==> src/rtl/imem_loader_pkg.sv <==
// Shared types and constants for the instruction-memory loader.
// The optional checksum tail is enabled by IMEM_LOADER_CHECKSUM_EN.
package imem_pkg;

  localparam int WORD_BYTES       = 4;
  localparam int IMEM_DEPTH_WORDS = 1024;
  localparam int ADDR_SHIFT       = 2;

  typedef enum logic [2:0] {
    ST_IDLE,
    ST_RECV,
    ST_WRITE,
    ST_CHECK,
    ST_FIN
  } state_t;

endpackage

==> src/rtl/imem_loader_if.sv <==
// Byte stream in, instruction-memory write port out.
// master = byte source / memory side, slave = loader.
interface imem_loader_if;
  logic        byte_valid;
  logic [7:0]  byte_data;
  logic        byte_ready;
  logic        mem_we;
  logic [31:0] mem_addr;
  logic [31:0] mem_wdata;

  modport master (
    output byte_valid, byte_data,
    input  byte_ready, mem_we, mem_addr, mem_wdata
  );

  modport slave (
    input  byte_valid, byte_data,
    output byte_ready, mem_we, mem_addr, mem_wdata
  );
endinterface

==> src/rtl/imem_loader_byte_packer.sv <==
// Packs four accepted bytes big-endian into one 32-bit word.
// Shared by the data words and the checksum tail.
module imem_byte_packer
  import imem_pkg::*;
(
  input  logic        clk,
  input  logic        reset,
  input  logic        clear,
  input  logic        accept,
  input  logic [7:0]  byte_in,
  output logic [31:0] word_next,
  output logic        word_full
);

  logic [1:0]  cnt_q, cnt_d;
  // Only the three leading bytes need storage; the fourth arrives with word_full.
  logic [23:0] shift_q, shift_d;

  always_comb begin
    cnt_d     = cnt_q;
    shift_d   = shift_q;
    word_next = {shift_q, byte_in};
    word_full = accept && (cnt_q == 2'(WORD_BYTES - 1));
    if (clear) begin
      cnt_d   = '0;
      shift_d = '0;
    end else if (accept) begin
      cnt_d   = cnt_q + 2'd1;
      shift_d = {shift_q[15:0], byte_in};
    end
  end

  always_ff @(posedge clk) begin
    if (reset) begin
      cnt_q   <= '0;
      shift_q <= '0;
    end else begin
      cnt_q   <= cnt_d;
      shift_q <= shift_d;
    end
  end

endmodule

==> src/rtl/imem_loader.sv <==
// Loads word_count big-endian words from a byte stream into instruction memory.
// Optional checksum tail compiled in with IMEM_LOADER_CHECKSUM_EN.
//
// state    | meaning
// IDLE     | waiting for start; request validated here
// RECV     | accepting the four bytes of the current word
// WRITE    | mem_we high for one cycle, index advances
// CHECK    | accepting the four checksum bytes (checksum build only)
// FIN      | done/error published, back to IDLE next cycle
module imem_loader
  import imem_pkg::*;
#(
  parameter int DEPTH_WORDS = IMEM_DEPTH_WORDS,
  parameter int CNT_W       = 11
) (
  input  logic             clk,
  input  logic             reset,
  input  logic             start,
  input  logic [CNT_W-1:0] word_count,
  imem_loader_if.slave     bus,
  output logic             busy,
  output logic             done,
  output logic             error
);

  localparam logic [CNT_W-1:0] DEPTH_C = CNT_W'(DEPTH_WORDS);

  state_t           state_q, state_d;
  logic [CNT_W-1:0] idx_q, idx_d, cnt_q, cnt_d, idx_inc;
  logic             mem_we_q, mem_we_d, busy_q, busy_d, done_q, done_d, error_q, error_d;
  logic [31:0]      mem_addr_q, mem_addr_d, mem_wdata_q, mem_wdata_d;
  logic             byte_ready, accept, pk_clear, pk_full;
  logic [31:0]      pk_word;
`ifdef IMEM_LOADER_CHECKSUM_EN
  logic [31:0]      sum_q, sum_d;
`endif

  imem_byte_packer u_packer (
    .clk       (clk),
    .reset     (reset),
    .clear     (pk_clear),
    .accept    (accept),
    .byte_in   (bus.byte_data),
    .word_next (pk_word),
    .word_full (pk_full)
  );

  always_comb begin
    state_d     = state_q;
    idx_d       = idx_q;
    cnt_d       = cnt_q;
    mem_we_d    = 1'b0;
    mem_addr_d  = mem_addr_q;
    mem_wdata_d = mem_wdata_q;
    busy_d      = busy_q;
    done_d      = done_q;
    error_d     = error_q;
    pk_clear    = 1'b0;
    idx_inc     = idx_q + CNT_W'(1);
    byte_ready  = (state_q == ST_RECV);
`ifdef IMEM_LOADER_CHECKSUM_EN
    sum_d       = sum_q;
    if (state_q == ST_CHECK) byte_ready = 1'b1;
`endif
    accept = bus.byte_valid && byte_ready;

    case (state_q)
      ST_IDLE: begin
        if (start) begin
          if (word_count == '0) begin
            done_d  = 1'b1;
            error_d = 1'b0;
            state_d = ST_FIN;
          end else if (word_count > DEPTH_C) begin
            done_d  = 1'b1;
            error_d = 1'b1;
            state_d = ST_FIN;
          end else begin
            done_d   = 1'b0;
            error_d  = 1'b0;
            busy_d   = 1'b1;
            idx_d    = '0;
            cnt_d    = word_count;
            pk_clear = 1'b1;
`ifdef IMEM_LOADER_CHECKSUM_EN
            sum_d    = '0;
`endif
            state_d  = ST_RECV;
          end
        end
      end
      ST_RECV: begin
        if (pk_full) begin
          mem_we_d    = 1'b1;
          mem_addr_d  = 32'(idx_q) << ADDR_SHIFT;
          mem_wdata_d = pk_word;
          state_d     = ST_WRITE;
        end
      end
      ST_WRITE: begin
        idx_d = idx_inc;
`ifdef IMEM_LOADER_CHECKSUM_EN
        sum_d = sum_q + mem_wdata_q;
`endif
        if (idx_inc == cnt_q) begin
`ifdef IMEM_LOADER_CHECKSUM_EN
          state_d = ST_CHECK;
`else
          busy_d  = 1'b0;
          done_d  = 1'b1;
          state_d = ST_FIN;
`endif
        end else begin
          state_d = ST_RECV;
        end
      end
`ifdef IMEM_LOADER_CHECKSUM_EN
      ST_CHECK: begin
        if (pk_full) begin
          error_d = (pk_word != sum_q);
          busy_d  = 1'b0;
          done_d  = 1'b1;
          state_d = ST_FIN;
        end
      end
`endif
      ST_FIN:  state_d = ST_IDLE;
      default: state_d = ST_IDLE;
    endcase
  end

  always_ff @(posedge clk) begin
    if (reset) begin
      state_q     <= ST_IDLE;
      idx_q       <= '0;
      cnt_q       <= '0;
      mem_we_q    <= 1'b0;
      mem_addr_q  <= '0;
      mem_wdata_q <= '0;
      busy_q      <= 1'b0;
      done_q      <= 1'b0;
      error_q     <= 1'b0;
`ifdef IMEM_LOADER_CHECKSUM_EN
      sum_q       <= '0;
`endif
    end else begin
      state_q     <= state_d;
      idx_q       <= idx_d;
      cnt_q       <= cnt_d;
      mem_we_q    <= mem_we_d;
      mem_addr_q  <= mem_addr_d;
      mem_wdata_q <= mem_wdata_d;
      busy_q      <= busy_d;
      done_q      <= done_d;
      error_q     <= error_d;
`ifdef IMEM_LOADER_CHECKSUM_EN
      sum_q       <= sum_d;
`endif
    end
  end

  assign bus.byte_ready = byte_ready;
  assign bus.mem_we     = mem_we_q;
  assign bus.mem_addr   = mem_addr_q;
  assign bus.mem_wdata  = mem_wdata_q;
  assign busy           = busy_q;
  assign done           = done_q;
  assign error          = error_q;

endmodule
==> src/flat_wrapper.sv <==
// flat-port wrapper written by rule: the top's interface ports become plain ports
module imem_loader_flat import imem_pkg::*;
#(
  parameter int DEPTH_WORDS = IMEM_DEPTH_WORDS,
  parameter int CNT_W       = 11
)
  (clk, reset, start, word_count, busy, done, error, bus_byte_valid, bus_byte_data, bus_byte_ready, bus_mem_we, bus_mem_addr, bus_mem_wdata);
  imem_loader_if bus_i ();
  input  logic clk;
  input  logic reset;
  input  logic start;
  input  logic [CNT_W-1:0] word_count;
  output logic busy;
  output logic done;
  output logic error;
  input wire logic [$bits(bus_i.byte_valid)-1:0] bus_byte_valid;
  input wire logic [$bits(bus_i.byte_data)-1:0] bus_byte_data;
  output wire logic [$bits(bus_i.byte_ready)-1:0] bus_byte_ready;
  output wire logic [$bits(bus_i.mem_we)-1:0] bus_mem_we;
  output wire logic [$bits(bus_i.mem_addr)-1:0] bus_mem_addr;
  output wire logic [$bits(bus_i.mem_wdata)-1:0] bus_mem_wdata;
  assign bus_i.byte_valid = bus_byte_valid;
  assign bus_i.byte_data = bus_byte_data;
  assign bus_byte_ready = bus_i.byte_ready;
  assign bus_mem_we = bus_i.mem_we;
  assign bus_mem_addr = bus_i.mem_addr;
  assign bus_mem_wdata = bus_i.mem_wdata;
  imem_loader #(.DEPTH_WORDS(DEPTH_WORDS), .CNT_W(CNT_W)) u_core (.clk(clk), .reset(reset), .start(start), .word_count(word_count), .bus(bus_i), .busy(busy), .done(done), .error(error));
endmodule
==> config.mk <==
export PLATFORM = sky130hd
export DESIGN_NAME = imem_loader_flat
export DESIGN_NICKNAME = d
export VERILOG_FILES = /design/src/rtl/imem_loader_pkg.sv /design/src/rtl/imem_loader_if.sv /design/src/rtl/imem_loader_byte_packer.sv /design/src/rtl/imem_loader.sv /design/src/flat_wrapper.sv
export SDC_FILE = /design/constraint.sdc
export NUM_CORES = 1
export LEC_CHECK = 0
export ABC_CLOCK_PERIOD_IN_PS = 2330
export CORE_ASPECT_RATIO = 0.6
export CORE_MARGIN = 5
export CORE_UTILIZATION = 45
export DETAILED_ROUTE_END_ITERATION = 8
export PLACE_DENSITY = 0.75
export SLEW_MARGIN = 20
export SYNTH_ARGS = -nofsm -noshare
export SYNTH_HDL_FRONTEND = slang
export SYNTH_SLANG_ARGS = --single-unit
==> constraint.sdc <==
create_clock -name clk -period 2.33 [get_ports clk]
set_input_delay 0.5825 -clock clk [delete_from_list [all_inputs] [get_ports clk]]
set_output_delay 0.5825 -clock clk [all_outputs]
set_load 0.05 [all_outputs]
==> summary.md <==
| Metric | Value |
|---|---|
| Hold Crit Depth | `2` |
| Routed wire per std cell | `16.4 um` |
| FFs w/ async S/R, synth | `0%` |
| Largest family of logic cells by synthesized area | `simple AND/OR/NAND/NOR gates` |
| Hold Path Class | `register to register` |
| Antenna Nets Post-Route | `0` |
| Multi-input gate area | `0.00196 mm2` |
| Initial DRC count | `312` |
| Fmax | `0.431 GHz` |
| Initial antenna violation count | `0` |
| # fillers | `723` |
| Final setup violation count | `0` |
| Core ar. | `0.00869 mm2` |
| Ant diodes | `0` |
| Clk_lat worst skew | `340 ps` |
| GRT Total Usage | `21.1%` |
| Register-to-Register Path Depth | `8` |
| Hold WS | `453 ps` |
| Minimum clock period | `2320 ps` |
| Proportion of layout cells with a drive suffix above 1 | `16.1%` |
| Seq cells post-synth | `98` |
| Worst-path clk slew | `60 ps` |
| DIE WIDTH | `133 um` |
| Fin area | `0.00549 mm2` |
| Drt pass-1 iters | `5` |
| Mux cell area share after synthesis | `2.69%` |
| Final Hold Violating Endpoints | `0` |
| Critical Path Slowest Stage Cell | `or4_4` |
| Synth Cell Area | `0.00409 mm2` |
| Max-Cap Viols | `0` |
| H-Tree Depth | `3` |
| Simple-Gate Fraction of Synth Area | `23.3%` |
| Global-route wire length before repair | `18900 um` |
| Num Clock Sinks | `98` |
| Final core area utilization | `63.3%` |
| Die height | `83.9 um` |
| Pwr Density | `702 mW/mm2` |
| Ys Warns | `0` |
| Synth unique cells | `40` |
| Worst path max stage delay | `540 ps` |
| Most frequent cells in the layout | `nand2_1, dfxtp_1, a21oi_1, clkdlybuf4s50_1, nor2_1` |
| Adder-cell share of the synthesized area | `0.611%` |
| Hold Startpoint | `u_core.bus.mem_wdata[25]$_SDFFE_PP0P_` |
| Cts bufs inserted | `9` |
| Sequential Area | `0.00196 mm2` |
| Layout Skew | `7.11 ps` |
| Number of remaining DRC errors | `0` |
| Compound-gate portion of the synthesized area | `14.6%` |
| Hold path endpoint | `u_core.bus.mem_wdata[25]$_SDFFE_PP0P_` |
| Row count | `26` |
| CTS tree | `yes` |
| RSZ-0062 raised after global routing | `yes` |
| Slew Viols, Final | `0` |
| Synth Flop Type | `dfxtp_1` |
| Synthesized instance count | `508` |
| RR Startpoint | `u_core.idx_q[1]$_SDFFE_PP0P_` |
| Required time at the worst-slack endpoint | `2560 ps` |
| Placed instance count | `687` |
| Final #Nets | `617` |
| Maximum vdd ir drop | `461 uV` |
| Max Root-Sink Buffers | `2` |
| Post-DP HPWL | `8100 um` |
| Commonest non-fill, non-tap cell in the layout | `nand2_1` |
| Critical path peak fanout | `4` |
| Internal reg-to-reg setup slack | `120 ps` |
| Vias in the first global route | `3635` |
| Crit path cell chain | `buf_6 -> or4_4 -> o41a_1 -> buf_4 -> o31a_1 -> a21o_1 -> a21oi_2 -> nor2_1` |
| Status | `finished, final reports clean` |
| Post-synth EDFFs | `0` |
| Post-Syn Area per Cell | `8.06 um2` |
| Routability cong. | `0.904` |
| Crit path arrival time | `2550 ps` |
| Non-Filler Instances | `709` |
| CP endpoint kind | `register` |
| Top delay family on crit path | `compound AO/OA/AOI/OAI gates` |
| Grt total ovfl | `0` |
| Wirelength, routed | `11700 um` |
| WP buf/inv | `2` |
| Worst R2R End | `u_core.state_q[2]$_SDFFE_PP0P_` |
| Part of the cycle the worst path needs | `99.6%` |
| CTS root buffer | `clkbuf_16` |
| XOR/XNOR Fraction of Synth Area | `3.00%` |
| Port bufs | `70` |
| Crit path kind | `input pin to register` |
| Vias | `3788` |
| Leak | `1.93 nW` |
| DP Area | `0.00499 mm2` |
| I/O pin cnt | `92` |
| Critical Path Start Type | `input pin` |
| Die Footprint | `0.0112 mm2` |
| Largest net degree at the start of global routing | `44` |
| Initial Util | `47.1%` |
| CTS Hold Bufs | `0` |
| Routed vias/inst | `5.34` |
| Max-slew headroom at the worst pin | `64.1%` |
| Area Overhead vs Synth | `34.2%` |
| Register area share after synthesis | `47.9%` |
| Worst slew pin tran | `536 ps` |
==> stage by stage <==
stage                     setup TNS [ps]  setup slack [ps]  power [mW]
final                                  0              9.89        3.86
after detailed placement          -29380              -619        2.05
after global placement            -25350              -542        2.04
after floorplan                    -5930              -170        1.98
after global routing                -399             -52.3        3.98
after CTS                              0              34.9        3.87
==> flip-flops by register name (all words and copies together) (netlist names) <==
register / cells
u_core.u_packer.cnt_q: 2
u_core.bus.mem_we: 1
u_core.cnt_q: 11
u_core.bus.mem_wdata: 32
u_core.error: 1
u_core.state_q: 3
u_core.busy: 1
u_core.u_packer.shift_q: 24
u_core.bus.mem_addr: 11
u_core.done: 1
u_core.idx_q: 11
==> logic make-up after synthesis <==
family / Yosys count
adders and majority gates: 2
AOI/OAI and AO/OA: 105
muxes: 11
buffers and inverters: 56
other: 1
xor gates and xnor gates: 14
and+or+nand+nor: 221
DFF: 98
==> worst min-delay path: stages, from the launching register on <==
cell and delay (ps):
dfxtp_1 310, nand2_1 50, a21oi_1 50
==> metal layers <==
layer  GRT usage [%]  part of all wire [%]  routed length, um
met1            31.5                    50               5790
met2            30.2                    42               4880
met3            5.96                   7.8                904
met4            4.01                  0.67                 78
met5               0                     0                  0
==> area by class of cell <==
cell class	count	area share, %
tap	112	2.55
clock inverter	5	2.28
timing repair buffer	108	19.2
multi-input combinational	374	35.8
inverter	1	0.0683
sequential	98	35.7
clock buffer	11	4.42
==> synthesized netlist by cell type, types with 4 or more instances <==
library cell / n / area [um2]
dfxtp_1: 98 / 1960
nor3_1: 4 / 20.0
or4_1: 4 / 30.0
nor2_1: 37 / 139
buf_6: 4 / 45.0
clkbuf_1: 30 / 113
xnor2_1: 11 / 96.3
buf_4: 21 / 158
a21oi_1: 72 / 360
nand3_1: 5 / 25.0
mux2i_1: 11 / 110
nand2_1: 147 / 552
a21oi_2: 10 / 87.6
o21ai_0: 13 / 65.1
or3_1: 5 / 31.3
==> power breakdown <==
part / total [mW] / internal [mW] / switching, mW
combinational: 0.336 / 0.120 / 0.216
sequential: 1.71 / 1.69 / 0.0184
clock: 1.81 / 1.19 / 0.621
total: 3.86 / 3.00 / 0.856
==> worst max-delay path by stage <==
stage / startpoint / cells past startpoint / slack [ps] / end
global route: word_count[2] / 8 / -50 / u_core.idx_q[10]$_SDFFE_PP0P_
global placement: word_count[4] / 7 / -540 / u_core.idx_q[10]$_SDFFE_PP0P_
floorplan: word_count[0] / 7 / -170 / u_core.u_packer.shift_q[13]$_SDFFE_PP0P_
CTS: word_count[2] / 10 / 30 / u_core.idx_q[4]$_SDFFE_PP0P_
detailed placement: word_count[4] / 7 / -620 / u_core.cnt_q[0]$_SDFFE_PP0P_
finish: word_count[2] / 8 / 10 / u_core.idx_q[10]$_SDFFE_PP0P_
==> repair_timing <==
action                     in CTS  in global routing
resized for setup              27                 21
setup buffers                   5                  1
setup endpoints to repair      51                 51
gates cloned                    3                  0
pin swaps                      11                 19
Power figures use the tool's default switching activity.
